$ cat src/rtl/alu_pkg.sv
// Shared types and constants for the ALU command-frame parser.
package alu_pkg;

    typedef enum logic [7:0] {
        ECHO = 8'hEC,
        ADD  = 8'hAD,
        MUL  = 8'h88,
        DIV  = 8'hD1
    } opcode_e;

    typedef enum logic [1:0] {
        NONE    = 2'd0,
        BAD_OP  = 2'd1,
        BAD_LEN = 2'd2
    } err_e;

    typedef enum logic [2:0] {
        OPCODE  = 3'd0,
        RSVD    = 3'd1,
        LEN_LO  = 3'd2,
        LEN_HI  = 3'd3,
        PAYLOAD = 3'd4,
        DRAIN   = 3'd5
    } state_e;

    localparam logic [15:0] HDR_BYTES = 16'd4;

endpackage

$ cat src/rtl/alu_word_packer.sv
// Byte-in / word-out packer: assembles bytes LSB-first into 32-bit words
// behind a single output register with same-cycle refill.
module alu_word_packer (
    input  logic        clk,
    input  logic        rst,
    input  logic [7:0]  in_data,
    input  logic        in_valid,
    input  logic        in_flush,
    output logic        in_ready,
    output logic [31:0] out_data,
    output logic [2:0]  out_bytes,
    output logic        out_last,
    output logic        out_valid,
    input  logic        out_ready
);

    logic [23:0] asm_q;
    logic [1:0]  cnt_q;
    logic [31:0] merged;
    logic        take;

    // Handshake: a byte transfers when in_valid && in_ready at a rising edge;
    // a word transfers when out_valid && out_ready. out_valid is registered.
    assign in_ready = !out_valid || out_ready;
    assign take     = in_valid && in_ready;

    always_comb begin
        merged = {8'h00, asm_q};
        case (cnt_q)
            2'd0:    merged[7:0]   = in_data;
            2'd1:    merged[15:8]  = in_data;
            2'd2:    merged[23:16] = in_data;
            default: merged[31:24] = in_data;
        endcase
    end

    always_ff @(posedge clk) begin
        if (rst) begin
            asm_q     <= '0;
            cnt_q     <= '0;
            out_data  <= '0;
            out_bytes <= '0;
            out_last  <= 1'b0;
            out_valid <= 1'b0;
        end else begin
            if (out_valid && out_ready) begin
                out_valid <= 1'b0;
            end
            if (take) begin
                if (cnt_q == 2'd3 || in_flush) begin
                    out_data  <= merged;
                    out_bytes <= {1'b0, cnt_q} + 3'd1;
                    out_last  <= in_flush;
                    out_valid <= 1'b1;
                    asm_q     <= '0;
                    cnt_q     <= '0;
                end else begin
                    asm_q <= merged[23:0];
                    cnt_q <= cnt_q + 2'd1;
                end
            end
        end
    end

endmodule

$ cat src/rtl/alu_frame_parser.sv
// Command-frame parser: decodes the 4-byte header, validates it, then either
// repacks the payload into operand words or drains a malformed frame.
module alu_frame_parser
    import alu_pkg::*;
#(
    parameter logic [15:0] MAX_LEN = 16'hFFFF
) (
    input  logic        clk,
    input  logic        rst,
    input  logic [7:0]  s_axis_tdata,
    input  logic        s_axis_tvalid,
    output logic        s_axis_tready,
    output logic [7:0]  m_opcode_o,
    output logic [31:0] m_axis_tdata,
    output logic [2:0]  m_axis_tbytes,
    output logic        m_axis_tlast,
    output logic        m_axis_tvalid,
    input  logic        m_axis_tready,
    output logic        err_o,
    output logic [1:0]  err_code_o,
    output logic [2:0]  state_o
);

    state_e      state_q;
    logic [7:0]  op_q;
    logic [7:0]  len_lo_q;
    logic [15:0] rem_q;

    logic [15:0] len_w;
    logic [15:0] plen_w;
    logic        known_op;
    logic        is_echo;
    logic        short_len;
    logic        bad_op;
    logic        bad_len;
    logic        frame_err;
    logic        accept;
    logic        pk_in_ready;
    logic        pk_in_valid;
    logic        pk_flush;

    assign state_o = state_q;

    // Header decode, evaluated while the length high byte is on the bus.
    always_comb begin
        len_w     = {s_axis_tdata, len_lo_q};
        short_len = len_w < HDR_BYTES;
        plen_w    = short_len ? 16'd0 : len_w - HDR_BYTES;
        is_echo   = op_q == ECHO;
        case (op_q)
            ECHO, ADD, MUL, DIV: known_op = 1'b1;
            default:             known_op = 1'b0;
        endcase
        bad_op    = !known_op;
        bad_len   = !bad_op &&
                    (({1'b0, len_w} > {1'b0, MAX_LEN}) || short_len ||
                     (!is_echo && (plen_w == 16'd0 || plen_w[1:0] != 2'd0)));
        frame_err = bad_op || bad_len;
    end

    // Once the final payload byte is in, stop accepting until its word leaves.
    assign s_axis_tready = !rst &&
                           ((state_q == PAYLOAD) ? (rem_q != 16'd0 && pk_in_ready) : 1'b1);
    assign accept        = s_axis_tvalid && s_axis_tready;
    assign pk_in_valid   = accept && (state_q == PAYLOAD);
    assign pk_flush      = rem_q == 16'd1;

    alu_word_packer u_packer (
        .clk       (clk),
        .rst       (rst),
        .in_data   (s_axis_tdata),
        .in_valid  (pk_in_valid),
        .in_flush  (pk_flush),
        .in_ready  (pk_in_ready),
        .out_data  (m_axis_tdata),
        .out_bytes (m_axis_tbytes),
        .out_last  (m_axis_tlast),
        .out_valid (m_axis_tvalid),
        .out_ready (m_axis_tready)
    );

    always_ff @(posedge clk) begin
        if (rst) begin
            state_q    <= OPCODE;
            op_q       <= '0;
            len_lo_q   <= '0;
            rem_q      <= '0;
            m_opcode_o <= '0;
            err_o      <= 1'b0;
            err_code_o <= NONE;
        end else begin
            err_o <= 1'b0;
            case (state_q)
                OPCODE: if (accept) begin
                    op_q    <= s_axis_tdata;
                    state_q <= RSVD;
                end
                RSVD: if (accept) begin
                    state_q <= LEN_LO;
                end
                LEN_LO: if (accept) begin
                    len_lo_q <= s_axis_tdata;
                    state_q  <= LEN_HI;
                end
                LEN_HI: if (accept) begin
                    rem_q <= plen_w;
                    if (frame_err) begin
                        err_o      <= 1'b1;
                        err_code_o <= bad_op ? BAD_OP : BAD_LEN;
                        state_q    <= (plen_w != 16'd0) ? DRAIN : OPCODE;
                    end else if (plen_w == 16'd0) begin
                        state_q <= OPCODE;
                    end else begin
                        m_opcode_o <= op_q;
                        state_q    <= PAYLOAD;
                    end
                end
                PAYLOAD: begin
                    if (accept) begin
                        rem_q <= rem_q - 16'd1;
                    end
                    if (rem_q == 16'd0 && m_axis_tvalid && m_axis_tready && m_axis_tlast) begin
                        state_q <= OPCODE;
                    end
                end
                DRAIN: if (accept) begin
                    rem_q <= rem_q - 16'd1;
                    if (rem_q == 16'd1) begin
                        state_q <= OPCODE;
                    end
                end
                default: state_q <= OPCODE;
            endcase
        end
    end

endmodule

$ cat config.mk
export PLATFORM = sky130hd
export DESIGN_NAME = alu_frame_parser
export DESIGN_NICKNAME = d
export VERILOG_FILES = /design/src/rtl/alu_pkg.sv /design/src/rtl/alu_word_packer.sv /design/src/rtl/alu_frame_parser.sv
export SDC_FILE = /design/constraint.sdc
export NUM_CORES = 1
export LEC_CHECK = 0
export BUFFER_PORTS_ARGS = -buffer_cell sky130_fd_sc_hd__buf_2
export CORE_AREA = 8 8 118 120
export DETAILED_ROUTE_END_ITERATION = 12
export DIE_AREA = 0 0 126 128
export PLACE_DENSITY = 0.69
export SYNTH_ARGS = -nofsm -noshare
export SYNTH_HDL_FRONTEND = slang
export SYNTH_SLANG_ARGS = --single-unit
$ cat constraint.sdc
create_clock -name clk -period 4 [get_ports clk]
set_clock_uncertainty 0.2 [all_clocks]
set_input_delay 0.6 -clock clk [delete_from_list [all_inputs] [get_ports clk]]
set_output_delay 0.6 -clock clk [all_outputs]
set_load 0.02 [all_outputs]
==> metrics.txt, run 1 <==
core area=12200 um^2; synthesis-stage register bit count=between 100 and 150; critical path arrival=roughly 2.6 ns; WL final=~14 mm; total track usage=17.7%; switching pwr=0.000534 W; Slew Limit Fails=0; hpwl dp=just under 10 mm; CTS Buf Count=9; Crit Path Category=register to output pin; Antenna Cells=0; DIE WIDTH=between 100 and 150 um; RSZ-0062 raised after global routing=no; via count=between 4000 and 5000; H-tree lvl count=3; Synth async-reset ratio=0%; Cell Area, Placed=approximately 5700 um^2; PortBufs=between 60 and 70; Routed Antenna Nets=0; CP startpoint kind=register; FP Rows=slightly above 40; Routed WL per cell=about 17 um; ratio of final minimum period to clock period=a little under nine tenths; worst slew pin tran=between 1 and 1.5 ns; final hold vios=0; clock slew at reported path FFs=0.08 ns; CTS tree=built; CTS resizes=0; Pleak=roughly 2.2 nW; vias in the first global route=between 4000 and 5000; Worst setup EP type=output pin; hold_buf cts=0; Nets=709; area added between synthesis and finish=12.5%; Synth Cell Area=around 5300 um^2; Syn Nets=between 600 and 700; clock buffer depth=2; Placer Congestion=0.873; Design Power=approximately 0.0021 W; IO Pins=64; via/cell ratio=5.83; Setup TNS=0 ns; die area=~16000 um^2; area of the multi-input gates=approximately 2900 um^2; Pre-Repair DR Iteration Count=5; clock power share=between 40% and 50%; Combinational Power Share=about 5.4%; # DRC=0; Final Instance Area=about 6000 um^2; Max Clk Rate=a little under 0.3 GHz; largest net degree at the start of global routing=91; Yosys warning count=0; Starting DRT DRC Count=just under 600; EDFF count, synth=0; Post-CTS Setup Bufs=0; HP Class=register to register; GRT overflow=0; required time worst endpoint=3.20 ns; CP max FO=7; Cell variety after synth=slightly above 60; internal power=approximately 0.0016 W; relative slew slack=between 20% and 30%; Peak VDD IR=about 0.17 mV; largest cells by area after synthesis=dfxtp_1, mux2i_1, a21oi_1, nand2_1, nor2_1; crit path time final=between 3 and 4 ns; Seq/Total Area, Yosys=around two fifths; initial antenna violation count=0; # setup viols final=0; status=finished clean; Post-Syn Instances=around 660; sequential cell area=approximately 2200 um^2; worst-skew pair later-pin latency=approximately 0.36 ns; Seq pwr share=around 52%; prevailing post-synth register cell=dfxtp_1; PD cells=about 350 nW/um^2; post-synth top area cell=dfxtp_1; Yosys top cell area share=40.9%; Sw Ratio=between 20% and 30%; Initial Util=between 40% and 50%; Filler cells=between 1000 and 1500; clk root buf=clkbuf_16; Mapped Avg Cell Area=between 8 and 9 um^2; maxcap violations=0; first-pass GRT wire length=23.5 mm; Die Height=~130 um; ratio of cells with drive above 1 in the final layout=14.4%; clock sink count=about 110
==> synthesized netlist by cell type (2+ instances only) <==
cell type,n
dfxtp_1,109
a21oi_1,72
nand2_1,68
nor2_1,68
nand3_1,50
clkbuf_1,43
mux2i_1,40
a211oi_1,27
o21ai_0,25
nor3_1,20
nand2b_1,19
inv_1,12
buf_2,10
a31oi_1,8
ha_1,8
nor4_1,7
or3_1,7
o211ai_1,4
or4_1,4
xnor2_1,4
and2_1,3
nand4b_1,3
nor2b_1,3
o21a_1,3
a221oi_1,2
and3_1,2
nand4_1,2
nor3b_1,2
nor4b_1,2
o22ai_1,2
o311a_1,2
==> final timing paths <==
path,startpoint,end,slack (ns),cells after the start
min,u_packer.asm_q[6]$_SDFFE_PP0P_,u_packer.asm_q[6]$_SDFFE_PP0P_,0.26,2
max reg2reg,rem_q[0]$_SDFFE_PP0P_,rem_q[0]$_SDFFE_PP0P_,0.98,8
max,rem_q[0]$_SDFFE_PP0P_,s_axis_tready,0.58,8
min reg2reg,u_packer.asm_q[6]$_SDFFE_PP0P_,u_packer.asm_q[6]$_SDFFE_PP0P_,0.26,2
==> logic make-up (layout without fill, tap and decap cells) <==
| logic type | count (synthesis) | after routing | synth area share, % |
|---|---|---|---|
| XOR/XNOR | 5 | 5 | 0.820 |
| buffers and inverters | 68 | 101 | 5.18 |
| multiplexers | 41 | 41 | 7.71 |
| AO/OA/AOI/OAI | 160 | 160 | 18.8 |
| flip-flops | 109 | 109 | 40.9 |
| adder cells (fa/ha/maj) | 8 | 8 | 1.87 |
| AND/OR/NAND/NOR | 270 | 270 | 24.7 |
==> flip-flops by register name, indices dropped and copies added (netlist names) <==
signal	cells
m_opcode_o	8
u_packer.out_last	1
rem_q	16
len_lo_q	8
op_q	8
u_packer.out_valid	1
err_code_o	2
err_o	1
u_packer.cnt_q	2
u_packer.out_bytes	3
u_packer.asm_q	24
state_o	3
u_packer.out_data	32
==> worst max-delay path: stages (launching register included) <==
cell	delay (ns)
dfxtp_1	0.38
inv_1	0.13
ha_1	0.19
nor3b_1	0.60
and2_1	0.40
a21oi_1	0.12
nor3_1	0.19
nor2_1	0.06
buf_2	0.20
==> layer usage <==
metal / vias up / part of all wire (%) / GRT usage, %
li1: 2408 / - / -
met1: 2333 / 44 / 22.3
met2: 155 / 49 / 30.1
met3: 23 / 5.0 / 2.70
met4: 0 / 1.8 / 6.23
met5: - / 0 / 0
==> per-stage QoR <==
| step | util [%] | cells | hold slack [ns] | setup WS [ns] |
|---|---|---|---|---|
| 2_1_floorplan | - | 661 | 0.236 | 1.20 |
| 3_3_place_gp | 46.7 | 828 | 0.239 | 0.876 |
| 3_5_place_dp | 46.7 | 828 | 0.246 | 0.722 |
| 4_1_cts | 49.2 | 844 | 0.258 | 0.621 |
| 5_1_grt | 49.2 | 844 | 0.280 | 0.375 |
| 6_report | 49.2 | 844 | 0.256 | 0.582 |
==> power groups by stage <==
stage / Combinational (W) / Sequential, W / Clock (W)
after floorplan: 0.0000825 / 0.00112 / 0
after global placement: 0.000111 / 0.00112 / 0
after detailed placement: 0.000113 / 0.00112 / 0
after CTS: 0.000114 / 0.00110 / 0.000915
after global routing: 0.000126 / 0.00110 / 0.000950
final: 0.000115 / 0.00110 / 0.000906
==> cell usage in the layout, fill, tap and decap left out, drive strengths merged, types with 2 or more instances in the layout <==
| cell | n |
|---|---|
| o211ai | 4 |
| a211oi | 28 |
| dfxtp | 109 |
| nor3 | 20 |
| nand2b | 19 |
| a221oi | 2 |
| ha | 8 |
| nand3 | 50 |
| o22ai | 2 |
| nand4 | 2 |
| and2 | 3 |
| nand4b | 3 |
| or3 | 7 |
| a21oi | 72 |
| nor3b | 3 |
| nor4b | 3 |
| xnor2 | 4 |
| nand2 | 68 |
| and3 | 2 |
| clkinv | 2 |
| or4 | 4 |
| o21ai | 26 |
| buf | 73 |
| clkbuf | 10 |
| nor2b | 3 |
| mux2i | 40 |
| nor4 | 8 |
| nor2 | 69 |
| inv | 16 |
| o21a | 3 |
| o311a | 2 |
| a31oi | 8 |
==> area by class of cell <==
cell class	count	share of cell area [%]
multi-input cells	484	48.1
flip-flops and latches	109	36.3
repair buffers	73	6.71
clock buffers	10	3.98
well taps	150	3.12
clock inverters	6	1.04
inverters	12	0.750
Note: power is estimated with default switching activity, not from simulation.
==> inputs of run 2 (changes only) <==
CELL_PAD_IN_SITES_DETAIL_PLACEMENT = 0   (was default)
CELL_PAD_IN_SITES_GLOBAL_PLACEMENT = 1   (was default)
CORE_AREA = 8 8 116 118   (was 8 8 118 120)
DIE_AREA = 0 0 124 126   (was 0 0 126 128)
PLACE_DENSITY = 0.89   (was 0.69)
==> run 2 against run 1 <==
Compared with the run above:
- routed wire length decreased by 1.4%
- clock power decreased by 3.9%
- setup slack got worse by 0.076 ns
- sequential power about the same
- largest power group unchanged
- critical endpoint unchanged
- maximum frequency decreased by 2.2%
==> metrics.txt, run 2 (synthesized netlist as in run 1, its figures left out) <==
worst-skew pair later-pin latency=roughly 0.35 ns; HP Start=u_packer.asm_q[21]$_SDFFE_PP0P_; DIE WIDTH=124 um; clock power share=a little over two fifths; ratio of cells with drive above 1 in the final layout=14.4%; largest net degree at the start of global routing=~90; Pleak=approximately 2.2 nW; Crit Path Category=register to output pin; vias in the first global route=~4500; ratio of final minimum period to clock period=87.4%; via/cell ratio=5.77; Biggest register=u_packer.out_data; most common cell after layout, fill and taps aside=dfxtp_1; CTS Buf Count=9; max reg flops=32; WL final=approximately 14 mm; sequential cell area=2180 um^2; worst slew pin tran=1.15 ns; RR Startpoint=rem_q[0]$_SDFFE_PP0P_; DP Worst Slack=0.857 ns; relative slew slack=a little under a quarter; setup ws final=roughly 0.51 ns; total track usage=18.1%; worst path bufs/invs=2; most frequent cells in the layout=dfxtp_1, a21oi_1, nor2_1, nand2_1, buf_2; worst r2r dst=u_packer.asm_q[19]$_SDFFE_PP0P_; Largest stage delay, worst path=between 0.6 and 0.7 ns; Filler cells=around 1200; CTS resizes=0; RSZ-0062 raised after global routing=no; Worst Reg-to-Reg Cells=10; crit path time final=3.49 ns; CTS tree=built; clk root buf=clkbuf_16; CP max stage cell=nor3b_1; Worst setup EP type=output pin; FP Rows=40; Worst R2R Setup Slack=around 0.90 ns; initial antenna violation count=0; via count=4866; Initial Util=45.6%; Routed WL per cell=about 17 um; status=finished clean; hold_buf cts=0; post-route core utilization=51.1%; Combinational Power Share=under 10%; first-pass GRT wire length=22.8 mm; ordered cell list for the critical path=inv_1 > ha_1 > nor3b_1 > and2_1 > a21oi_1 > nor3_1 > nor2_1 > buf_2; Nets=710; CP max FO=7; # setup viols final=0; CP startpoint kind=register; Placer Congestion=between 0.8 and 0.9; maxcap violations=0; Setup TNS=0 ns; clock sink count=roughly 110; switching pwr=0.000511 W; Routed Antenna Nets=0; Design Power=between 0.002 and 0.0025 W; PD cells=about 350 nW/um^2; Layout Cells excl Fill=around 840; final hold vios=0; core area=11700 um^2; Starting DRT DRC Count=approximately 420; H-tree lvl count=3; hpwl dp=about 9.9 mm; hold path endpoint=u_packer.asm_q[21]$_SDFFE_PP0P_; internal power=0.00158 W; GRT overflow=0; critical path arrival=2.69 ns; Sw Ratio=24.5%; Slew Limit Fails=0; area added between synthesis and finish=12.1%; top flop regs=u_packer.out_data x32, u_packer.asm_q x24, rem_q x16; Peak VDD IR=between 0.3 and 0.4 mV; required time worst endpoint=approximately 3.2 ns; IO Pins=64; CP delay by family, top=simple AND/OR/NAND/NOR gates; Die Height=about 130 um; clock slew at reported path FFs=~0.07 ns; area of the multi-input gates=~2900 um^2; Pre-Repair DR Iteration Count=5; Post-CTS Setup Bufs=0; HP Class=register to register; Placed Cells=approximately 830; hold-critical path depth=2; Seq pwr share=about 53%; die area=around 16000 um^2; # DRC=0; PortBufs=63; Max Clk Rate=0.286 GHz; clock buffer depth=2
run 2: cell types whose count changed in the layout (fill, tap and decap cells not counted), sizes merged:
cell / delta
clkinv: +1
inv: -2
clkbuf: +1
diode: +1
buf: +1
run 2: layout make-up:
type                    count  area share [%]
diodes                      1          0.0418
flip-flops and latches    109            36.5
well taps                 147            3.07
inverters                  12           0.753
multi-input cells         484            48.3
clock buffers              11            4.06
repair buffers             74            6.65
clock inverters             5           0.711
run 2: worst max path at each step:
stage	startpoint	endpoint	slack, ns	cells after the start
4_1_cts	rem_q[0]$_SDFFE_PP0P_	s_axis_tready	0.50	8
2_1_floorplan	s_axis_tdata[2]	m_opcode_o[7]$_SDFFE_PP0P_	1.20	8
3_3_place_gp	s_axis_tdata[0]	m_opcode_o[7]$_SDFFE_PP0P_	0.87	7
6_report	rem_q[0]$_SDFFE_PP0P_	s_axis_tready	0.51	8
3_5_place_dp	s_axis_tdata[0]	m_opcode_o[7]$_SDFFE_PP0P_	0.86	7
5_1_grt	rem_q[0]$_SDFFE_PP0P_	s_axis_tready	0.32	8
run 2: tightest hold or removal path, stage by stage (launching register included):
cell     delay (ns)
dfxtp_1        0.31
nand2_1        0.05
a21oi_1        0.05
run 2: stage by stage:
step,area [um^2],hold slack (ns)
2_1_floorplan,5340,0.236
3_3_place_gp,5700,0.241
3_5_place_dp,5700,0.246
4_1_cts,5980,0.258
5_1_grt,5980,0.275
6_report,5990,0.254
run 2: layer usage:
metal,routed length [um],GRT usage [%],vias to the layer above
li1,-,-,2408
met1,6130,22.2,2295
met2,7070,30.6,143
met3,691,4.69,20
met4,244,4.34,0
met5,0,0,-
run 2: power by group through the flow:
| stage | combinational (W) | sequential, W | clock (W) |
|---|---|---|---|
| after floorplan | 0.0000825 | 0.00112 | 0 |
| after global placement | 0.000113 | 0.00112 | 0 |
| after detailed placement | 0.000116 | 0.00112 | 0 |
| after CTS | 0.000116 | 0.00110 | 0.000890 |
| after global routing | 0.000128 | 0.00110 | 0.000932 |
| final | 0.000117 | 0.00110 | 0.000871 |
